## src/rtl/traffic_light_monitor.sv

```systemverilog
// Passive checker for the four-way signal-head bus: decodes n/s/e/w light
// codes into a phase, checks phase order N,N_Y,S,S_Y,E,E_Y,W,W_Y and that every
// phase lasts exactly PHASE_LEN cycles. All outputs registered (1-cycle latency).
// No backpressure: purely observes its inputs every clock.
//
// Ports:
//   clk, rst (async active-low)      clock / reset
//   n/s/e/w_lights[1:0]              head codes: 10 green, 01 yellow, 00 red, 11 illegal
//   clr_err                          synchronous clear of err_status (a new error wins)
//   phase[2:0], phase_valid          last legal decoded phase; high while LOCKED
//   err_pattern/err_order/err_timing one-cycle error pulses
//   err_status[2:0]                  sticky {timing, order, pattern}
//   rounds[RND_W-1:0]                completed correctly timed rounds (wraps)
//   dwell[DWELL_W-1:0]               cycles the current phase has been observed
module traffic_light_monitor #(
  parameter int PHASE_LEN = 8,
  parameter int DWELL_W   = 4,
  parameter int RND_W     = 8
) (
  input  logic               clk,
  input  logic               rst,
  input  logic [1:0]         n_lights,
  input  logic [1:0]         s_lights,
  input  logic [1:0]         e_lights,
  input  logic [1:0]         w_lights,
  input  logic               clr_err,
  output logic [2:0]         phase,
  output logic               phase_valid,
  output logic               err_pattern,
  output logic               err_order,
  output logic               err_timing,
  output logic [2:0]         err_status,
  output logic [RND_W-1:0]   rounds,
  output logic [DWELL_W-1:0] dwell
);

  localparam logic [DWELL_W-1:0] LEN    = DWELL_W'(PHASE_LEN);
  localparam logic [DWELL_W-1:0] LEN_P1 = DWELL_W'(PHASE_LEN + 1);

  typedef enum logic {ACQUIRE = 1'b0, LOCKED = 1'b1} state_t;

  state_t             state_q, state_d;
  logic [2:0]         phase_q, phase_d;     // doubles as the previous-phase register
  logic               prev_legal_q, prev_legal_d;
  logic [DWELL_W-1:0] dwell_q, dwell_d;
  logic [RND_W-1:0]   rounds_q, rounds_d;
  logic [2:0]         err_status_q, err_status_d;
  logic               pat_q, pat_d, ord_q, ord_d, tim_q, tim_d;

  logic [3:0] non_red;
  logic       any_11;
  logic       dec_legal;
  logic [2:0] dec_phase;
  logic [2:0] next_phase;

  // Decode: legal only when exactly one head is non-red and no head shows 11.
  always_comb begin
    non_red   = {w_lights != 2'b00, e_lights != 2'b00, s_lights != 2'b00, n_lights != 2'b00};
    any_11    = (n_lights == 2'b11) || (s_lights == 2'b11) ||
                (e_lights == 2'b11) || (w_lights == 2'b11);
    dec_legal = 1'b0;
    dec_phase = 3'd0;
    case (non_red)
      4'b0001: begin dec_legal = 1'b1; dec_phase = {2'd0, n_lights == 2'b01}; end
      4'b0010: begin dec_legal = 1'b1; dec_phase = {2'd1, s_lights == 2'b01}; end
      4'b0100: begin dec_legal = 1'b1; dec_phase = {2'd2, e_lights == 2'b01}; end
      4'b1000: begin dec_legal = 1'b1; dec_phase = {2'd3, w_lights == 2'b01}; end
      default: begin dec_legal = 1'b0; dec_phase = 3'd0; end
    endcase
    if (any_11) dec_legal = 1'b0;
  end

  assign next_phase = phase_q + 3'd1;

  always_comb begin
    state_d      = state_q;
    phase_d      = phase_q;
    prev_legal_d = prev_legal_q;
    dwell_d      = dwell_q;
    rounds_d     = rounds_q;
    pat_d        = 1'b0;
    ord_d        = 1'b0;
    tim_d        = 1'b0;

    if (!dec_legal) begin
      pat_d        = 1'b1;
      state_d      = ACQUIRE;
      dwell_d      = '0;
      prev_legal_d = 1'b0;
    end else begin
      phase_d      = dec_phase;
      prev_legal_d = 1'b1;
      if (!prev_legal_q) begin
        // First legal sample after reset or a bad pattern: nothing to compare against.
        dwell_d = DWELL_W'(1);
      end else if (dec_phase == phase_q) begin
        if (state_q == LOCKED && dwell_q == LEN) begin
          // This sample would be cycle PHASE_LEN+1 of the phase.
          tim_d   = 1'b1;
          state_d = ACQUIRE;
          dwell_d = LEN_P1;
        end else if (dwell_q != '1) begin
          dwell_d = dwell_q + DWELL_W'(1);
        end
      end else begin
        dwell_d = DWELL_W'(1);
        if (state_q == ACQUIRE) begin
          if (dec_phase == next_phase) state_d = LOCKED;
        end else if (dec_phase != next_phase) begin
          // Order error masks a simultaneous timing error.
          ord_d   = 1'b1;
          state_d = ACQUIRE;
        end else if (dwell_q != LEN) begin
          tim_d   = 1'b1;
          state_d = ACQUIRE;
        end else if (phase_q == 3'd7) begin
          rounds_d = rounds_q + RND_W'(1);
        end
      end
    end

    // A new error on the same cycle as clr_err still latches.
    err_status_d = (clr_err ? 3'b000 : err_status_q) | {tim_d, ord_d, pat_d};
  end

  always_ff @(posedge clk or negedge rst) begin
    if (!rst) begin
      state_q      <= ACQUIRE;
      phase_q      <= 3'd0;
      prev_legal_q <= 1'b0;
      dwell_q      <= '0;
      rounds_q     <= '0;
      err_status_q <= 3'b000;
      pat_q        <= 1'b0;
      ord_q        <= 1'b0;
      tim_q        <= 1'b0;
    end else begin
      state_q      <= state_d;
      phase_q      <= phase_d;
      prev_legal_q <= prev_legal_d;
      dwell_q      <= dwell_d;
      rounds_q     <= rounds_d;
      err_status_q <= err_status_d;
      pat_q        <= pat_d;
      ord_q        <= ord_d;
      tim_q        <= tim_d;
    end
  end

  assign phase       = phase_q;
  assign phase_valid = (state_q == LOCKED);
  assign err_pattern = pat_q;
  assign err_order   = ord_q;
  assign err_timing  = tim_q;
  assign err_status  = err_status_q;
  assign rounds      = rounds_q;
  assign dwell       = dwell_q;

endmodule

```

## config.mk

```make
export PLATFORM = sky130hd
export DESIGN_NAME = traffic_light_monitor
export DESIGN_NICKNAME = d
export VERILOG_FILES = /design/src/rtl/traffic_light_monitor.sv
export SDC_FILE = /design/constraint.sdc
export NUM_CORES = 1
export LEC_CHECK = 0
export ABC_AREA = 1
export BUFFER_PORTS_ARGS = -buffer_cell sky130_fd_sc_hd__buf_4
export CAP_MARGIN = 30
export CELL_PAD_IN_SITES_DETAIL_PLACEMENT = 2
export CELL_PAD_IN_SITES_GLOBAL_PLACEMENT = 2
export CORE_UTILIZATION = 34
export CTS_BUF_LIST = sky130_fd_sc_hd__clkbuf_2
export DETAILED_ROUTE_END_ITERATION = 12
export HOLD_SLACK_MARGIN = 0.02
export PLACE_DENSITY = 0.92
export SLEW_MARGIN = 5
export SYNTH_ARGS = -nofsm -noshare
export SYNTH_HDL_FRONTEND = slang
export SYNTH_SLANG_ARGS = --single-unit
export TNS_END_PERCENT = 1
```

## constraint.sdc

```tcl
create_clock -name clk -period 3.95 [get_ports clk]
set_input_delay 0.395 -clock clk [delete_from_list [all_inputs] [get_ports clk]]
set_output_delay 0.395 -clock clk [all_outputs]
set_load 0.1 [all_outputs]
```

==> impl_results.md <==
- R2r worst-path depth: 9
- Cell area after synthesis: 1536 µm²
- P_leak: 1.046 nW
- Total negative setup slack: 0 ns
- DRC Markers: 0
- Synth Net Count: 213
- Total GRT Usage: 19.34%
- P&R area growth vs syn: 21.82%
- DIE HEIGHT: ~69 µm
- Min Tclk post-route: between 2 and 2.5 ns
- Register Area: 575.6 µm²
- Number of global-route vias before repair: 1550
- Routability cong.: between 0.7 and 0.8
- Post-detail-place hpwl: about 3600 µm
- Antenna cells: 0
- Layout cells sized above 1: 26.92%
- Total Wirelength: between 4000 and 5000 µm
- Setup violators final: 0
- Critical path arrival: 2.41 ns
- CP startpoint: phase[0]$_DFFE_PN0P_
- Final #Nets: roughly 250
- Area of the multi-input gates: 852.1 µm²
- Req. time, crit path: ~4.2 ns
- CTS buffer count: 3
- FILL cells: 524
- Chip width: 69.23 µm
- Total number of yosys warnings: 0
- Layout Skew: 0.01631 ns
- Vias: 1422
- Yosys cell types: 27
- Clock transition at path regs: 0.23 ns
- Post-cts hold buffer count: 1
- Worst Setup End Kind: flop
- RSZ-0062 raised after global routing: no
- Slew Limit Fails: 0
- Worst-skew pair later-pin latency: 0.35 ns
- Max Cap Violations: 0
- CTS Sinks: 23
- Starting Density: 35.29%
- Syn avg cell area: 7.799 µm²
- DR iter-0 viols: 40
- Clk root buf: clkbuf_2
- Wire per inst: 14.75 µm
- Io pins: 33
- Fin. Hold Viols: 0
- Post-synthesis sequential element count: 23
- Port Buffer Count: 32
- Slew @ Worst Pin: roughly 0.40 ns
- Vias per inst: 4.972
- Max layer used: met4
- Status: completed
- Hold WC Path Type: input pin to flop
- First-pass GRT wire length: 7355 µm
- Post-route antenna net violation count: 0
- Cts repair resizes: 0
- Worst r2r dst: rounds[1]$_DFFE_PN0P_
- Met2 Wirelength: 2262 µm
- Crit path capture: rounds[1]$_DFFE_PN0P_
- Pre-antenna DRT Iters: 2
- Wl on met1: 1844 µm
- Largest net degree at the start of global routing: 24
- Grt ovf: 0
- Rows: 24
- Core area: ~4400 µm²
- Critical path start-end classification: flop to flop
- Postcts setup bufs: 0
- Clock buffer depth: 2
- Worst-case vdd ir drop: 0.09644 mV
- Tcrit/Tclk final: 54.31%
- Die area: roughly 4800 µm²
- Antenna violations before repair: 0
- Crit path launch type: flop
- H-tree Lvls: 1
- Core Util, Final: 42.99%
- Seq/Total Area, Yosys: a little under two fifths
- TritonCTS clock tree: done
- R2R Setup Slk: 1.80 ns
- R2r startpoint: phase[0]$_DFFE_PN0P_
- Fmax: 0.4661 GHz
- Pwr Density: 292.6 nW/µm²
- Met3 WL post-DR: 82 µm
- Worst rel slew slack: 73.14%
- CP Max Fanout: 8
- Mapped Cells: 197
area by class of cell:
type | instances | area share (%)
multi-input combinational | 145 | 45.52
sequential | 23 | 30.75
timing repair buffer | 33 | 13.37
inverter | 29 | 5.815
tap | 52 | 3.476
clock buffer | 4 | 1.070
flip-flops by register name, summed over array words and instances (netlist names), 3 cells and up:
signal      count
phase           3
err_status      3
dwell           4
rounds          8
cells in the mapped netlist (all sizes together):
cell     n  area share (%)
nand2   60              17
xnor2    3             1.7
nor3b    1            0.49
nor4     1            0.41
nand3b   1            0.49
a31oi    1            0.41
a221oi   1            0.57
xor2     7             4.0
nand4    7             2.9
a311oi   1            0.57
nand3   21             8.8
dfrtp   23              37
clkinv   1            0.24
o21ai    7             2.5
ha       5             4.1
inv     28             6.8
nor2    29              12
layout by cell type, fill, tap and decap left out, drive strengths merged, types with 3 or more instances in the layout:
cell    count
nand2      60
buf        32
nor2       29
inv        28
dfrtp      23
nand3      21
nand4       7
xor2        7
o21ai       7
ha          5
clkbuf      4
xnor2       3
routing by layer:
layer	up-vias	GRT usage (%)
li1	701	-
met1	698	23.13
met2	21	35.71
met3	2	2.762
met4	0	5.442
met5	-	0
through the flow:
stage | hold WS [ns] | setup WS (ns) | instance area [µm²] | cells | total power, mW
2_1_floorplan | 0.09941 | 1.520 | 1536 | 197 | 0.3975
3_3_place_gp | 0.3088 | 1.886 | 1842 | 281 | 0.4455
3_5_place_dp | 0.3122 | 1.730 | 1842 | 281 | 0.4526
4_1_cts | 0.2718 | 1.782 | 1872 | 286 | 0.5573
5_1_grt | 0.2915 | 1.638 | 1872 | 286 | 0.5788
6_report | 0.2916 | 1.805 | 1872 | 286 | 0.5476
worst max-delay path, stage by stage, from the launching register on:
cell     delay (ns)
dfrtp_1        0.49
ha_1           0.23
ha_1           0.28
xor2_1         0.17
nor2_2         0.21
nand3_1        0.19
nor2_2         0.19
nand3_4        0.14
nand2_1        0.09
nand2_1        0.05
power breakdown:
group          switching, mW  internal [mW]  total, mW
Combinational          0.141         0.0520      0.193
Clock                 0.0742         0.0268      0.101
Sequential            0.0105          0.243      0.253
cells by family (layout without fill, tap and decap cells):
kind of cell / count (synthesis) / after routing / share of synthesized area, %
adders and majority gates: 5 / 5 / 4.072
DFF: 23 / 23 / 37.46
buffers and inverters: 29 / 66 / 7.084
xor gates and xnor gates: 10 / 10 / 5.701
and+or+nand+nor: 120 / 120 / 41.61
AOI/OAI and AO/OA: 10 / 10 / 4.072
how the worst min path moves through the flow:
stage	from	to	slack [ns]	cells past startpoint
final	clr_err	err_status[0]$_DFF_PN0_	0.29	4
after global routing	clr_err	err_status[0]$_DFF_PN0_	0.29	4
after CTS	clr_err	err_status[2]$_DFF_PN0_	0.27	4
after detailed placement	rst	rounds[5]$_DFFE_PN0P_	0.31	1
after global placement	rst	rounds[5]$_DFFE_PN0P_	0.31	1
after floorplan	rst	dwell[0]$_DFFE_PN0P_	0.1	0
No activity file was read; power rests on OpenSTA's default activity.
